$ cat src/rtl/spi_ram_bridge.sv
// SPI slave with an integrated single-port RAM, driven by 2-bit commands with variable-length payloads.
// Optional feature: define SPI_RAM_AUTO_INC_EN to post-increment wr_addr/rd_addr on every data access.
module spi_ram_bridge #(
    parameter int ADDR_WIDTH = 8,
    parameter int DATA_WIDTH = 8,
    parameter int MEM_DEPTH  = 2 ** ADDR_WIDTH
) (
    input  logic clk,
    input  logic rst_n,
    input  logic SS_n,
    input  logic MOSI,
    output logic MISO,
    output logic frame_done,
    output logic frame_err,
    output logic busy
);

    localparam int MAXW = (ADDR_WIDTH > DATA_WIDTH) ? ADDR_WIDTH : DATA_WIDTH;
    localparam int CW   = $clog2(MAXW + 1);
    localparam int IW   = (MEM_DEPTH > 1) ? $clog2(MEM_DEPTH) : 1;

    localparam logic [CW-1:0]       A_BITS = CW'(ADDR_WIDTH);
    localparam logic [CW-1:0]       D_BITS = CW'(DATA_WIDTH);
    localparam logic [CW-1:0]       D_LAST = CW'(DATA_WIDTH - 1);
    localparam logic [ADDR_WIDTH:0] DEPTH  = (ADDR_WIDTH + 1)'(MEM_DEPTH);

    localparam logic [2:0] IDLE       = 3'd0;
    localparam logic [2:0] CMD        = 3'd1;
    localparam logic [2:0] RX_PAYLOAD = 3'd2;
    localparam logic [2:0] RD_WAIT    = 3'd3;
    localparam logic [2:0] TX         = 3'd4;
    localparam logic [2:0] DONE       = 3'd5;

    localparam logic [1:0] CMD_WR_ADDR = 2'b00;
    localparam logic [1:0] CMD_WR_DATA = 2'b01;
    localparam logic [1:0] CMD_RD_ADDR = 2'b10;

`ifdef SPI_RAM_AUTO_INC_EN
    localparam logic [ADDR_WIDTH-1:0] LAST_ADDR = ADDR_WIDTH'(MEM_DEPTH - 1);

    // Wraps at the top of the RAM; out-of-range addresses wrap naturally at 2**ADDR_WIDTH.
    function automatic logic [ADDR_WIDTH-1:0] next_addr(input logic [ADDR_WIDTH-1:0] a);
        return (a == LAST_ADDR) ? '0 : a + ADDR_WIDTH'(1);
    endfunction
`endif

    logic [2:0]            state_q, state_d;
    logic [CW-1:0]         cnt_q, cnt_d;
    logic [1:0]            cmd_q, cmd_d;
    logic [MAXW-1:0]       shreg_q, shreg_d;
    logic [ADDR_WIDTH-1:0] wr_addr_q, wr_addr_d;
    logic [ADDR_WIDTH-1:0] rd_addr_q, rd_addr_d;
    logic                  miso_q, miso_d;
    logic                  done_q, done_d;
    logic                  err_q, err_d;

    logic [DATA_WIDTH-1:0] mem [MEM_DEPTH];
    logic [ADDR_WIDTH-1:0] mem_addr;
    logic                  mem_in_range;
    logic [DATA_WIDTH-1:0] mem_rdata;
    logic                  mem_we;
    logic [CW-1:0]         p_bits;

    // One shared address port: reads happen only in RD_WAIT, writes only at a WR_DATA commit.
    always_comb begin
        mem_addr     = (state_q == RD_WAIT) ? rd_addr_q : wr_addr_q;
        mem_in_range = ({1'b0, mem_addr} < DEPTH);
        mem_rdata    = mem_in_range ? mem[mem_addr[IW-1:0]] : '0;
        p_bits       = (cmd_q == CMD_WR_DATA) ? D_BITS : A_BITS;
    end

    always_comb begin
        state_d   = state_q;
        cnt_d     = cnt_q;
        cmd_d     = cmd_q;
        shreg_d   = shreg_q;
        wr_addr_d = wr_addr_q;
        rd_addr_d = rd_addr_q;
        miso_d    = 1'b0;
        done_d    = 1'b0;
        err_d     = 1'b0;
        mem_we    = 1'b0;

        case (state_q)
            IDLE: begin
                if (!SS_n) begin
                    state_d = CMD;
                    cnt_d   = '0;
                end
            end
            CMD: begin
                if (SS_n) begin
                    state_d = IDLE;
                    err_d   = 1'b1;
                end else begin
                    cmd_d = {cmd_q[0], MOSI};
                    if (cnt_q == '0) begin
                        cnt_d = CW'(1);
                    end else begin
                        cnt_d   = '0;
                        state_d = (cmd_q[0] && MOSI) ? RD_WAIT : RX_PAYLOAD;
                    end
                end
            end
            RX_PAYLOAD: begin
                // The edge after the last payload bit commits even if SS_n has already risen.
                if (cnt_q == p_bits) begin
                    done_d  = 1'b1;
                    state_d = DONE;
                    case (cmd_q)
                        CMD_WR_ADDR: wr_addr_d = shreg_q[ADDR_WIDTH-1:0];
                        CMD_WR_DATA: begin
                            mem_we = rst_n && mem_in_range;
`ifdef SPI_RAM_AUTO_INC_EN
                            wr_addr_d = next_addr(wr_addr_q);
`endif
                        end
                        CMD_RD_ADDR: rd_addr_d = shreg_q[ADDR_WIDTH-1:0];
                        default: ;
                    endcase
                end else if (SS_n) begin
                    state_d = IDLE;
                    err_d   = 1'b1;
                end else begin
                    shreg_d = {shreg_q[MAXW-2:0], MOSI};
                    cnt_d   = cnt_q + CW'(1);
                end
            end
            RD_WAIT: begin
                if (SS_n) begin
                    state_d = IDLE;
                    err_d   = 1'b1;
                end else begin
                    shreg_d                 = '0;
                    shreg_d[DATA_WIDTH-1:0] = mem_rdata;
                    cnt_d                   = '0;
                    state_d                 = TX;
`ifdef SPI_RAM_AUTO_INC_EN
                    rd_addr_d = next_addr(rd_addr_q);
`endif
                end
            end
            TX: begin
                if (SS_n) begin
                    state_d = IDLE;
                    err_d   = 1'b1;
                end else begin
                    miso_d  = shreg_q[DATA_WIDTH-1];
                    shreg_d = {shreg_q[MAXW-2:0], 1'b0};
                    if (cnt_q == D_LAST) begin
                        done_d  = 1'b1;
                        state_d = DONE;
                    end else begin
                        cnt_d = cnt_q + CW'(1);
                    end
                end
            end
            DONE: begin
                if (SS_n) state_d = IDLE;
            end
            default: state_d = IDLE;
        endcase
    end

    always_ff @(posedge clk) begin
        if (!rst_n) begin
            state_q   <= IDLE;
            cnt_q     <= '0;
            cmd_q     <= '0;
            shreg_q   <= '0;
            wr_addr_q <= '0;
            rd_addr_q <= '0;
            miso_q    <= 1'b0;
            done_q    <= 1'b0;
            err_q     <= 1'b0;
        end else begin
            state_q   <= state_d;
            cnt_q     <= cnt_d;
            cmd_q     <= cmd_d;
            shreg_q   <= shreg_d;
            wr_addr_q <= wr_addr_d;
            rd_addr_q <= rd_addr_d;
            miso_q    <= miso_d;
            done_q    <= done_d;
            err_q     <= err_d;
        end
    end

    // RAM contents deliberately survive reset.
    always_ff @(posedge clk) begin
        if (mem_we) mem[mem_addr[IW-1:0]] <= shreg_q[DATA_WIDTH-1:0];
    end

    assign MISO       = miso_q;
    assign frame_done = done_q;
    assign frame_err  = err_q;
    assign busy       = (state_q != IDLE);

endmodule

$ cat config.mk
export PLATFORM = sky130hd
export DESIGN_NAME = spi_ram_bridge
export DESIGN_NICKNAME = d
export VERILOG_FILES = /design/src/rtl/spi_ram_bridge.sv
export SDC_FILE = /design/constraint.sdc
export NUM_CORES = 2
export LEC_CHECK = 0
export BUFFER_PORTS_ARGS = -buffer_cell sky130_fd_sc_hd__buf_4
export CORE_UTILIZATION = 55
export DETAILED_ROUTE_END_ITERATION = 10
export PLACE_DENSITY = 0.7
export SETUP_SLACK_MARGIN = 0.5
export SLEW_MARGIN = 20
export SYNTH_ARGS = -nofsm -noshare
export SYNTH_HDL_FRONTEND = slang
export SYNTH_SLANG_ARGS = --single-unit
$ cat constraint.sdc
create_clock -name clk -period 12.35 [get_ports clk]
set_input_delay 0 -clock clk [delete_from_list [all_inputs] [get_ports clk]]
set_output_delay 0 -clock clk [all_outputs]
set_load 0.005 [all_outputs]
Word-level counts from Yosys, hierarchy flattened:

Memories as Yosys holds them, arrays and structs flattened.
Cells that the tools add are included.

* output and inout port bits: 4
* logic and storage cells: 85
* bits in registers: 36
* bits in writable memories: 2048
* bits of input ports: 4
* memories: 1

* multiplexer cells: 36
* equal/unequal tests: 19
* bitwise operators: 3
* reductions and logical operators: 16
* $add $sub $neg: 1

Memories
* mem: depth 256, width 8, read ports 1, clocked after memory_dff 0, write ports 1, RTL line 57 `logic [DATA_WIDTH-1:0] mem [MEM_DEPTH];`

Operators with widths (count)
* two-way mux 8 bit: 5
* two-way mux 3 bit: 8
* two-way mux 4 bit: 6
* one-hot mux 8 bit (3 select lines): 1
* one-hot mux 3 bit (6 select lines): 1
* != test 2 bit (second input constant): 8
* one-hot mux 4 bit (4 select lines): 1
* two-way mux 1 bit: 12
* AND reduction 3 bit: 3
* AND reduction 7 bit: 1
* == test 3 x 2 -> 1 bit (second input constant): 2
* == test 3 bit (second input constant): 2
* != test 3 bit (second input constant): 2
* nonzero test 3 bit: 2
* OR reduction 3 bit: 2
* AND reduction 5 bit: 1
* adder 4 x 1 -> 4 bit (second input constant): 1
* == test 4 x 3 -> 1 bit (second input constant): 1
* == test 4 bit (second input constant): 1
* logical NOT 4 bit: 1
* one-hot mux 1 bit (2 select lines): 2
* nonzero test 4 bit: 1
* == test 3 x 1 -> 1 bit (second input constant): 1
* logical NOT 3 bit: 1
* other kinds (7): 9

Longest topological paths before layout:

* depth after elaboration: 6
* gate-level depth with buffers: 14
* mapped depth without buffers: 11

Worst setup path after synthesis:

Ideal clock, no wire load.

* path kind: register to register
* start: register shreg_q[4] (netlist name)
* end: register shreg_q[4]
* cell stages (with the launch flop): 6
* buffers on the path: 0
* slack: 7367 ps
* arrival time: 4924 ps
* clock period less this slack: 4983 ps
* data required time: 12291 ps
* setup time: 59 ps
* cell sequence: dfxtp_1 > o21ai_0 > nor3_1 > nand4_1 > a2111oi_0 > a31o_1

RTL lines
* end signal, assigned: RTL line 180 `shreg_q <= shreg_d;`
* end, declared: RTL line 50 `logic [MAXW-1:0] shreg_q, shreg_d;`

Worst setup path in the final report:

* start: register state_q[0]
* end: register shreg_q[7]

* word-level cells in the longest chain between the ends: 5

Ends and longest elaborated chain
* start, declared: RTL line 47 `logic [2:0] state_q, state_d;`
* start signal, assigned: RTL line 177 `state_q <= state_d;`
* == test 3 x 2 -> 1 bit: RTL line 66, 84
* two-way mux 8 bit: RTL line 66 `mem_addr = (state_q == RD_WAIT) ? rd_addr_q : wr_addr_q;`
* memory read (256 x 8 bit)
* two-way mux 8 bit: RTL line 130 `if (SS_n) begin`
* one-hot mux 8 bit (3 select lines): RTL line 84 `case (state_q)`

Parallel ways exist; a longest one is shown, timed or not. The select of a mux whose other input is x is not followed.
A chain may end at the register's enable or synchronous reset.

==> metrics.md <==
| Metric | Value |
|---|---|
| Status | completed |
| Post-DRT Antenna Nets | 0 |
| Hold_sp | rst_n |
| Die area | roughly 150000 um2 |
| EDFF count, synth | 2048 |
| Final Hold Vio Count | 0 |
| Critical path's slowest cell | nor3_1 |
| Most frequent cells in the layout | 2048 x edfxtp_1, 1265 x nand2_1, 324 x nor2_1 |
| Reg-to-reg critical path endpoint | shreg_q[7]$_SDFFE_PN0P_ |
| Rel. slew slack | 0.130 |
| Leak Pwr | 28.5 nW |
| Die span in x | 390 um |
| Initial Util | 0.557 |
| Total gr overflow | 0 |
| Area Growth Syn to Fin | 10.5% |
| P_int | roughly 11 mW |
| Clock transition at path regs | 0.06 ns |
| Hold-critical path endpoint | cnt_q[0]$_SDFFE_PN0P_ |
| Crit path top cell by count | buf_4 |
| Ys flop type | edfxtp_1 |
| Clk root buf | clkbuf_16 |
| Pre-Repair DR Iteration Count | 6 |
| Area of the multi-input gates | 19000 um2 |
| Share of cells above drive strength 1 | 0.0983 |
| Largest net degree at the start of global routing | 196 |
| Core footprint | 149000 um2 |
| Top Ports | 8 |
| Worst path bufs/invs | 3 |
| Minimum clock period | 7.34 ns |
| DR iter-0 viols | 7858 |
| Worst Setup SP | state_q[0]$_SDFFE_PN0P_ |
| Measured slew at the worst slew-check pin | 1.29 ns |
| Type of the worst min-delay path | input pin to flip-flop |
| Peak fanout along the critical path | 69 |
| R2R Setup Slk | about 5 ns |
| Ys async rst share | 0 |
| Sequential cell area | 62200 um2 |
| Startpoint Class | flip-flop |
| Cell count of the worst hold path | 4 |
| Synth top area cells | edfxtp_1 74%, nand2_1 5.7%, mux4_2 3.2% |
| Initial antenna violation count | 7 |
| CP Class | flip-flop to flip-flop |
| # fillers | 10800 |
| CP endpoint kind | flip-flop |
| TritonCTS Buffers | 200 |
| Net count after synthesis | 5711 |
| Yosys reg bits | ~2100 |
| Commonest non-fill, non-tap cell in the layout | edfxtp_1 |
| Distinct cells, synth | 76 |
| Cell taking the most area after synthesis | edfxtp_1 |
| Cells resized by post-CTS repair | 0 |
| Comb power frac | 0.003 |
| Worst Path Arrival | 8.11 ns |
| Vias | 51600 |
| # hold bufs at CTS | 9 |
| WL final | between 200000 and 250000 um |
| RSZ-0062 raised after global routing | no |
| Nets | between 5000 and 6000 |
| Reg power frac | 0.557 |
| Worst EP required | 13.12 ns |
| Post-synthesis cell area | 82700 um2 |
| Max clock buf depth | 3 |
| Num rows | 141 |
| R2R depth | 11 |
| # setup viols final | 0 |
| Skew final | 0.0335 ns |
| Post-Synthesis Cells | 5705 |
| Routability cong. | 0.941 |
| Fin util | 0.615 |
| CTS tree | built |
| Post-CTS setup buffers | 0 |
| Worst path max stage delay | 1.04 ns |
| Routed WL per cell | 30.6 um |
| Setup TNS | 0 ns |
| Worst-path cell chain | nand3b_1, mux2i_4, buf_4, buf_4, buf_4, mux2i_1, o22ai_1, nor4_1, o2111ai_1, nor3_1, a41o_1 |
| Die height | slightly below 400 um |
| Pwr/cell area | between 150 and 200 nW/um2 |
| Yosys top cell area share | 0.744 |
| P_sw | ~2.7 mW |
| Register area share after synthesis | 0.752 |
| Final Cycle Share | 0.595 |
| FMAX | 136 MHz |
| Port buffer count | 7 |
| Mean Syn Cell Area | 14.5 um2 |
| Global Route Usage Sum | 0.315 |
| Num Clock Sinks | 2084 |
| Worst r2r src | state_q[0]$_SDFFE_PN0P_ |
| First-pass GRT wire length | 345000 um |
| Max-Cap Viols | 0 |
| CTS HTree Levels | 4 |
| Top delay family on crit path | simple AND/OR/NAND/NOR gates |
| Sw Share | 0.195 |
| Clk pwr share | 0.439 |
| YS warnings | 0 |
| Clock latency on the worst-skew pair | 0.84 ns |
| HPWL Detailed | 142000 um |
| Worst VDD drop | 0.135 mV |
| Max-slew violations | 0 |
| Vias/cell | 6.57 |
| Vias in the first global route | between 40000 and 50000 |
| DRC viols | 0 |
==> layout make-up <==
type	count	share of cell area
antenna	3	0.0000821
sequential	2084	0.681
multi-input combinational	3248	0.208
timing repair buffer	143	0.0135
clock buffer	256	0.0573
inverter	12	0.000493
tap	2002	0.0274
clock inverter	115	0.0125
==> per-stage QoR <==
| stage | total power, mW | setup slack (ns) | std cells | hold WS (ns) | cell area, um2 |
|---|---|---|---|---|---|
| after floorplan | 7.85 | 7.37 | 5705 | 0.147 | 82700 |
| after global placement | 7.86 | 5.71 | 7476 | 0.283 | 84800 |
| after detailed placement | 7.86 | 5.69 | 7479 | 0.289 | 84900 |
| after CTS | 13.8 | 5.65 | 7859 | 0.0143 | 91400 |
| after global routing | 14.0 | 5.14 | 7860 | 0.0379 | 91400 |
| final | 13.8 | 5.01 | 7863 | 0.0621 | 91400 |
==> cell usage after synthesis, drive strengths merged (7+ instances only) <==
master / instances
nor4: 23
a311oi: 24
o211ai: 9
dfxtp: 36
nand2: 1266
nand4: 29
nand3b: 8
nor2: 326
mux2i: 185
a221oi: 18
o22ai: 76
mux4: 117
o21ai: 40
buf: 241
nand3: 299
nand2b: 12
nor2b: 11
a211oi: 13
a22o: 9
and3: 91
or4: 7
a21oi: 325
nor3: 33
clkbuf: 120
o31ai: 8
o41ai: 8
a32oi: 7
o2111ai: 12
a31oi: 102
a22oi: 101
inv: 12
edfxtp: 2048
a2111oi: 27
==> logic make-up (layout without fill, tap and decap cells) <==
logic type,Yosys count,in the layout,share of synthesized area
muxes,308,308,0.0553
AOI/OAI and AO/OA,815,815,0.0627
adders and majority gates,2,2,0.000303
other,0,3,0
and+or+nand+nor,2122,2122,0.108
DFF,2084,2084,0.752
buffers and inverters,373,526,0.0214
xor gates and xnor gates,1,1,0.000106
==> registers in the layout, summed over array words and instances, names as in the netlist <==
name and count:
MISO 1, cmd_q 2, cnt_q 4, frame_done 1
frame_err 1, mem 2048, rd_addr_q 8, shreg_q 8
state_q 3, wr_addr_q 8
==> tightest hold or removal path, stage by stage <==
cell and delay [ns]:
dlygate4sd3_1 0.54, buf_4 0.20, o41ai_1 0.08, nor2_1 0.04
==> worst max path at each step <==
stage / slack, ns / depth (start not counted) / end
after global routing: 5.14 / 11 / shreg_q[7]$_SDFFE_PN0P_
after global placement: 5.71 / 11 / shreg_q[7]$_SDFFE_PN0P_
after floorplan: 7.37 / 5 / shreg_q[4]$_SDFFE_PN0P_
after CTS: 5.65 / 11 / shreg_q[7]$_SDFFE_PN0P_
final: 5.01 / 11 / shreg_q[7]$_SDFFE_PN0P_
after detailed placement: 5.69 / 11 / shreg_q[7]$_SDFFE_PN0P_
==> power by group through the flow <==
stage | sequential, mW | combinational [mW] | clock, mW
6_report | 7.67 | 0.0427 | 6.05
5_1_grt | 7.67 | 0.0453 | 6.31
4_1_cts | 7.67 | 0.0415 | 6.05
3_5_place_dp | 7.82 | 0.0390 | 0
3_3_place_gp | 7.82 | 0.0382 | 0
2_1_floorplan | 7.83 | 0.0164 | 0
==> layer usage <==
| layer | GRT usage | vias to the layer above | wire length [um] |
|---|---|---|---|
| met3 | 0.0818 | 758 | 30600 |
| met5 | 0 | - | 29 |
| li1 | - | 21600 | - |
| met2 | 0.463 | 3572 | 107000 |
| met1 | 0.436 | 25700 | 88200 |
| met4 | 0.165 | 6 | 14600 |
No activity file was read; power rests on OpenSTA's default activity.
